<file path="src/rtl/async_req_arbiter.sv">
// Two-requester round-robin arbiter for a shared resource with four-phase
// handshakes, a BUSY-state watchdog and a sticky timeout error flag.
module async_req_arbiter #(
  parameter int TIMEOUT = 255,
  parameter int CNT_W   = 8
) (
  input  logic clk,
  input  logic n_rst,
  input  logic async_req0,
  input  logic async_req1,
  input  logic done,
  input  logic clr_err,
  output logic start,
  output logic grant_id,
  output logic ack0,
  output logic ack1,
  output logic busy,
  output logic timeout_err
);

  typedef enum logic [1:0] {
    IDLE  = 2'd0,
    GRANT = 2'd1,
    BUSY  = 2'd2,
    ACK   = 2'd3
  } state_t;

  logic [1:0]       meta_q;
  logic [1:0]       sreq_q;
  state_t           state_q, state_d;
  logic [CNT_W-1:0] cnt_q, cnt_d;
  logic             last_grant_q, last_grant_d;
  logic             grant_id_q, grant_id_d;
  logic             start_q, start_d;
  logic             ack0_q, ack0_d;
  logic             ack1_q, ack1_d;
  logic             busy_q, busy_d;
  logic             err_q, err_d;
  logic             winner;

  // Requests cross into clk through two flops each; only sreq_q is trusted.
  always_ff @(posedge clk or negedge n_rst) begin
    if (!n_rst) begin
      meta_q <= 2'b00;
      sreq_q <= 2'b00;
    end else begin
      meta_q <= {async_req1, async_req0};
      sreq_q <= meta_q;
    end
  end

  always_comb begin
    state_d      = state_q;
    cnt_d        = cnt_q;
    last_grant_d = last_grant_q;
    grant_id_d   = grant_id_q;
    err_d        = err_q;
    winner       = 1'b0;
    if (clr_err) err_d = 1'b0;

    case (state_q)
      IDLE: begin
        if (|sreq_q) begin
          // With both pending the requester not served last time wins.
          winner       = (sreq_q[0] && sreq_q[1]) ? ~last_grant_q : sreq_q[1];
          grant_id_d   = winner;
          last_grant_d = winner;
          state_d      = GRANT;
        end
      end
      GRANT: begin
        cnt_d   = '0;
        state_d = BUSY;
      end
      BUSY: begin
        if (done) begin
          state_d = ACK;
        end else if (cnt_q == CNT_W'(TIMEOUT - 1)) begin
          err_d   = 1'b1;
          state_d = ACK;
        end else begin
          cnt_d = cnt_q + CNT_W'(1);
        end
      end
      ACK: begin
        if (!sreq_q[grant_id_q]) state_d = IDLE;
      end
      default: state_d = IDLE;
    endcase

    // Outputs are registered copies of the next-state decode.
    start_d = (state_d == GRANT);
    busy_d  = (state_d != IDLE);
    ack0_d  = (state_d == ACK) && !grant_id_d;
    ack1_d  = (state_d == ACK) &&  grant_id_d;
  end

  always_ff @(posedge clk or negedge n_rst) begin
    if (!n_rst) begin
      state_q      <= IDLE;
      cnt_q        <= '0;
      last_grant_q <= 1'b1;
      grant_id_q   <= 1'b0;
      start_q      <= 1'b0;
      ack0_q       <= 1'b0;
      ack1_q       <= 1'b0;
      busy_q       <= 1'b0;
      err_q        <= 1'b0;
    end else begin
      state_q      <= state_d;
      cnt_q        <= cnt_d;
      last_grant_q <= last_grant_d;
      grant_id_q   <= grant_id_d;
      start_q      <= start_d;
      ack0_q       <= ack0_d;
      ack1_q       <= ack1_d;
      busy_q       <= busy_d;
      err_q        <= err_d;
    end
  end

  assign start       = start_q;
  assign grant_id    = grant_id_q;
  assign ack0        = ack0_q;
  assign ack1        = ack1_q;
  assign busy        = busy_q;
  assign timeout_err = err_q;

endmodule
</file>
<file path="config.mk">
export PLATFORM = sky130hd
export DESIGN_NAME = async_req_arbiter
export DESIGN_NICKNAME = d
export VERILOG_FILES = /design/src/rtl/async_req_arbiter.sv
export SDC_FILE = /design/constraint.sdc
export NUM_CORES = 1
export LEC_CHECK = 0
export CORE_ASPECT_RATIO = 1.4
export CORE_MARGIN = 3
export CORE_UTILIZATION = 30
export CTS_CLUSTER_DIAMETER = 60
export DETAILED_ROUTE_END_ITERATION = 6
export GPL_ROUTABILITY_DRIVEN = 0
export SYNTH_ARGS = -nofsm -noshare
export SYNTH_HDL_FRONTEND = slang
export SYNTH_SLANG_ARGS = --single-unit
</file>
<file path="constraint.sdc">
create_clock -name clk -period 1.7 [get_ports clk]
set_clock_uncertainty 0.1 [all_clocks]
set_input_delay 0.34 -clock clk [delete_from_list [all_inputs] [get_ports clk]]
set_output_delay 0.34 -clock clk [all_outputs]
set_load 0.02 [all_outputs]
</file>
==> impl_metrics.ini <==
[run_status]
status = finished, final reports clean

[clock_tree]
cts_buffer_depth = 2
cts.clk_slew.worst_paths_ns = 0.08
worstSkewPairLatency_ns = 0.26
cts_tree = yes
cts_max_level = 1
clock-sinks = 21
cts_buffers = 3
post_cts_buffers = 0
root_buffer = clkbuf_8

[power_and_ir_drop]
p_comb_share_pct = 38.7
internal_power_w = 0.001118
p_sw_w = 0.0006367
power_frac_clock_pct = 19.1
p_seq_share_pct = 42.2
power.density_nw_per_um2 = 1428
switching_share_pct = 36.29
total_power_w = 0.001755
max-vdd-ir-drop_v = 0.0007345
leakagePower_nw = 0.5360

[synthesis]
yosys.area.top_type = dfrtp_1
synthDistinctLibCells = 37
yosys-mux-area-fraction_pct = 4.071
synthAdderAreaFrac_pct = 2.545
synthCells = 87
synth-edff-count = 0
synth_compound_area_share_pct = 16.03
syn_area_sq_um = 983.4
ys_async_sr_fraction_pct = 100.0
synth_top_family_by_area = simple AND/OR/NAND/NOR gates
ys_top_cells_by_area = dfrtp_1, mux2i_1, nand2_1
synth_nets = 95
synthXorXnorAreaFrac_pct = 0
synth-simple-area-share_pct = 20.23
synth_top_area_share_pct = 50.89
yosysWarningCount = 0
yosysSeqAreaShare_pct = 53.56
syn_avg_cell_area_sq_um = 11.30
ys.flop_type = dfrtp_1
ys_ff_latch = 21

[routing]
drtPass1Iterations = 4
viasPerCell = 5.238
drtAntennaViolNets = 0
drt_iter0_drc = 41
vias = 749
wire_per_inst_um = 13.66
wl_um = 1954
drc_errors = 0

[finish]
layout.nets = 113
final_cell_mix = dfrtp_1, nand2_1, clkdlybuf4s50_1, buf_4
area_delta_synth_final_pct = 24.94
num_antenna_cells = 0
utilization_pct = 39.34
drive_above_1_share_pct = 17.31
final_common_cell = dfrtp_1

[global_routing]
antenna_found_initial = 0
grt_pass1_wl_um = 3270
grt_usage_pct = 11.10
grt_overflow = 0
grt_pass1_vias = 741
grt_start_max_net_pins = 22

[die]
io_pins = 12
die_x_um = 54.39
floorplan.initialDensity_pct = 31.49
coreArea_sq_um = 3123
die_h_um = 73.75
die_area_sq_um = 4011
num_rows = 24

[worst_hold_path]
hp-class = reg -> reg
min_path_cells = 0
min-delay-start = meta_q[0]$_DFF_PN0_
whs_endpoint = sreq_q[0]$_DFF_PN0_

[timing]
finalCritPeriodShare_pct = 95.86
finalMaxSlewViolations = 0
grt_setup_unrepaired = no
max_clock_freq_ghz = 0.6136
setup_tns_ns = 0
tightest_slew_ns = 0.2979
period_needed_ns = 1.630
hold_viol = 0
setup_viol = 0
slew_headroom_pct = 80.14

[placement]
dp_hpwl_um = 1427
portBuffers = 11

[critical_path]
crit_path_end_kind = register
critPathArrivalTime_ns = 1.71
worstSetupPathType = in -> reg
ff2ff_path_depth = 3
reg2reg_slack_ns = 0.10
crit_required_ns = 1.79
rr_endpoint = cnt_q[7]$_DFFE_PN0P_
rr_startpoint = state_q[0]$_DFF_PN0_
startpoint_type = primary input
path_max_fanout = 5

[job]
drv_cap = 0
[Yosys cell counts (2+ instances only)]
| library cell | number |
|---|---|
| clkbuf_1 | 2 |
| o21ai_0 | 2 |
| nor3_1 | 4 |
| nand2_1 | 9 |
| a31oi_1 | 4 |
| nor2_1 | 3 |
| mux2i_1 | 4 |
| inv_1 | 4 |
| and4_1 | 2 |
| a21oi_1 | 2 |
| a41oi_1 | 2 |
| ha_1 | 2 |
| a211oi_1 | 2 |
| dfrtp_1 | 20 |
| nand3_1 | 2 |
| nor3b_1 | 2 |
[area by class of cell]
cell class	count	area, sq um
fillers	319	1894
flip-flops and latches	21	526.8
multi-input cells	58	432.9
repair buffers	17	156.4
well taps	39	48.80
clock buffers	3	41.29
inverters	4	15.01
clock inverters	1	7.507
[power groups by stage]
stage / Sequential [W] / Combinational, W / Clock, W
global route: 0.000759 / 0.000753 / 0.000371
CTS: 0.000738 / 0.000681 / 0.000339
global placement: 0.000744 / 0.000677 / 0
finish: 0.000741 / 0.000679 / 0.000335
detailed placement: 0.000749 / 0.000686 / 0
floorplan: 0.000793 / 0.000366 / 0
[how the worst max path moves through the flow]
stage,start,to,slack [ns]
floorplan,cnt_q[0]$_DFFE_PN0P_,cnt_q[3]$_DFFE_PN0P_,0.10
global placement,done,cnt_q[7]$_DFFE_PN0P_,-0.12
detailed placement,done,cnt_q[3]$_DFFE_PN0P_,-0.17
CTS,timeout_err$_DFF_PN0_,timeout_err,0.03
global route,state_q[0]$_DFF_PN0_,ack1$_DFF_PN0_,0.01
finish,done,cnt_q[7]$_DFFE_PN0P_,0.07
[stage by stage]
stage               hold WS, ns  worst slack, ns  area, sq um  cells
CTS                      0.2537          0.03130         1215    143
detailed placement       0.2347          -0.1660         1167    139
global route             0.2643          0.01104         1229    143
finish                   0.2525          0.07033         1229    143
floorplan              -0.05559           0.1024        983.4     87
global placement         0.2329          -0.1228         1167    139
[sequential cells by signal, indices dropped and copies added (netlist names)]
register,count
ack0,1
ack1,1
busy,1
cnt_q,8
grant_id,1
last_grant_q,1
meta_q,2
sreq_q,2
start,1
state_q,2
timeout_err,1
[critical path, stage by stage]
cell and delay [ns]:
clkdlybuf4s50_1 0.47, or3b_4 0.45, nor4_4 0.24, mux2i_1 0.21
[logic make-up (layout without fill, tap and decap cells)]
family | count (synthesis) | count (layout)
simple gates | 31 | 31
compound gates | 21 | 21
buf+inv | 8 | 25
flops | 21 | 21
fa+ha+maj | 2 | 2
mux | 4 | 4
[layer usage]
layer	track usage [%]	share of wire, %	wire, um	up-vias
li1	-	-	-	357
met1	12.95	42	829	364
met2	19.17	51	995	24
met3	1.826	4.7	91	4
met4	4.986	1.9	37	0
met5	0	0	0	-
[what timing repair did]
action,4_1_cts,5_1_grt
hold buffers,0,0
gates resized for setup,1,3
endpoints found under the setup margin,1,5
No activity file was read; power rests on OpenSTA's default activity.
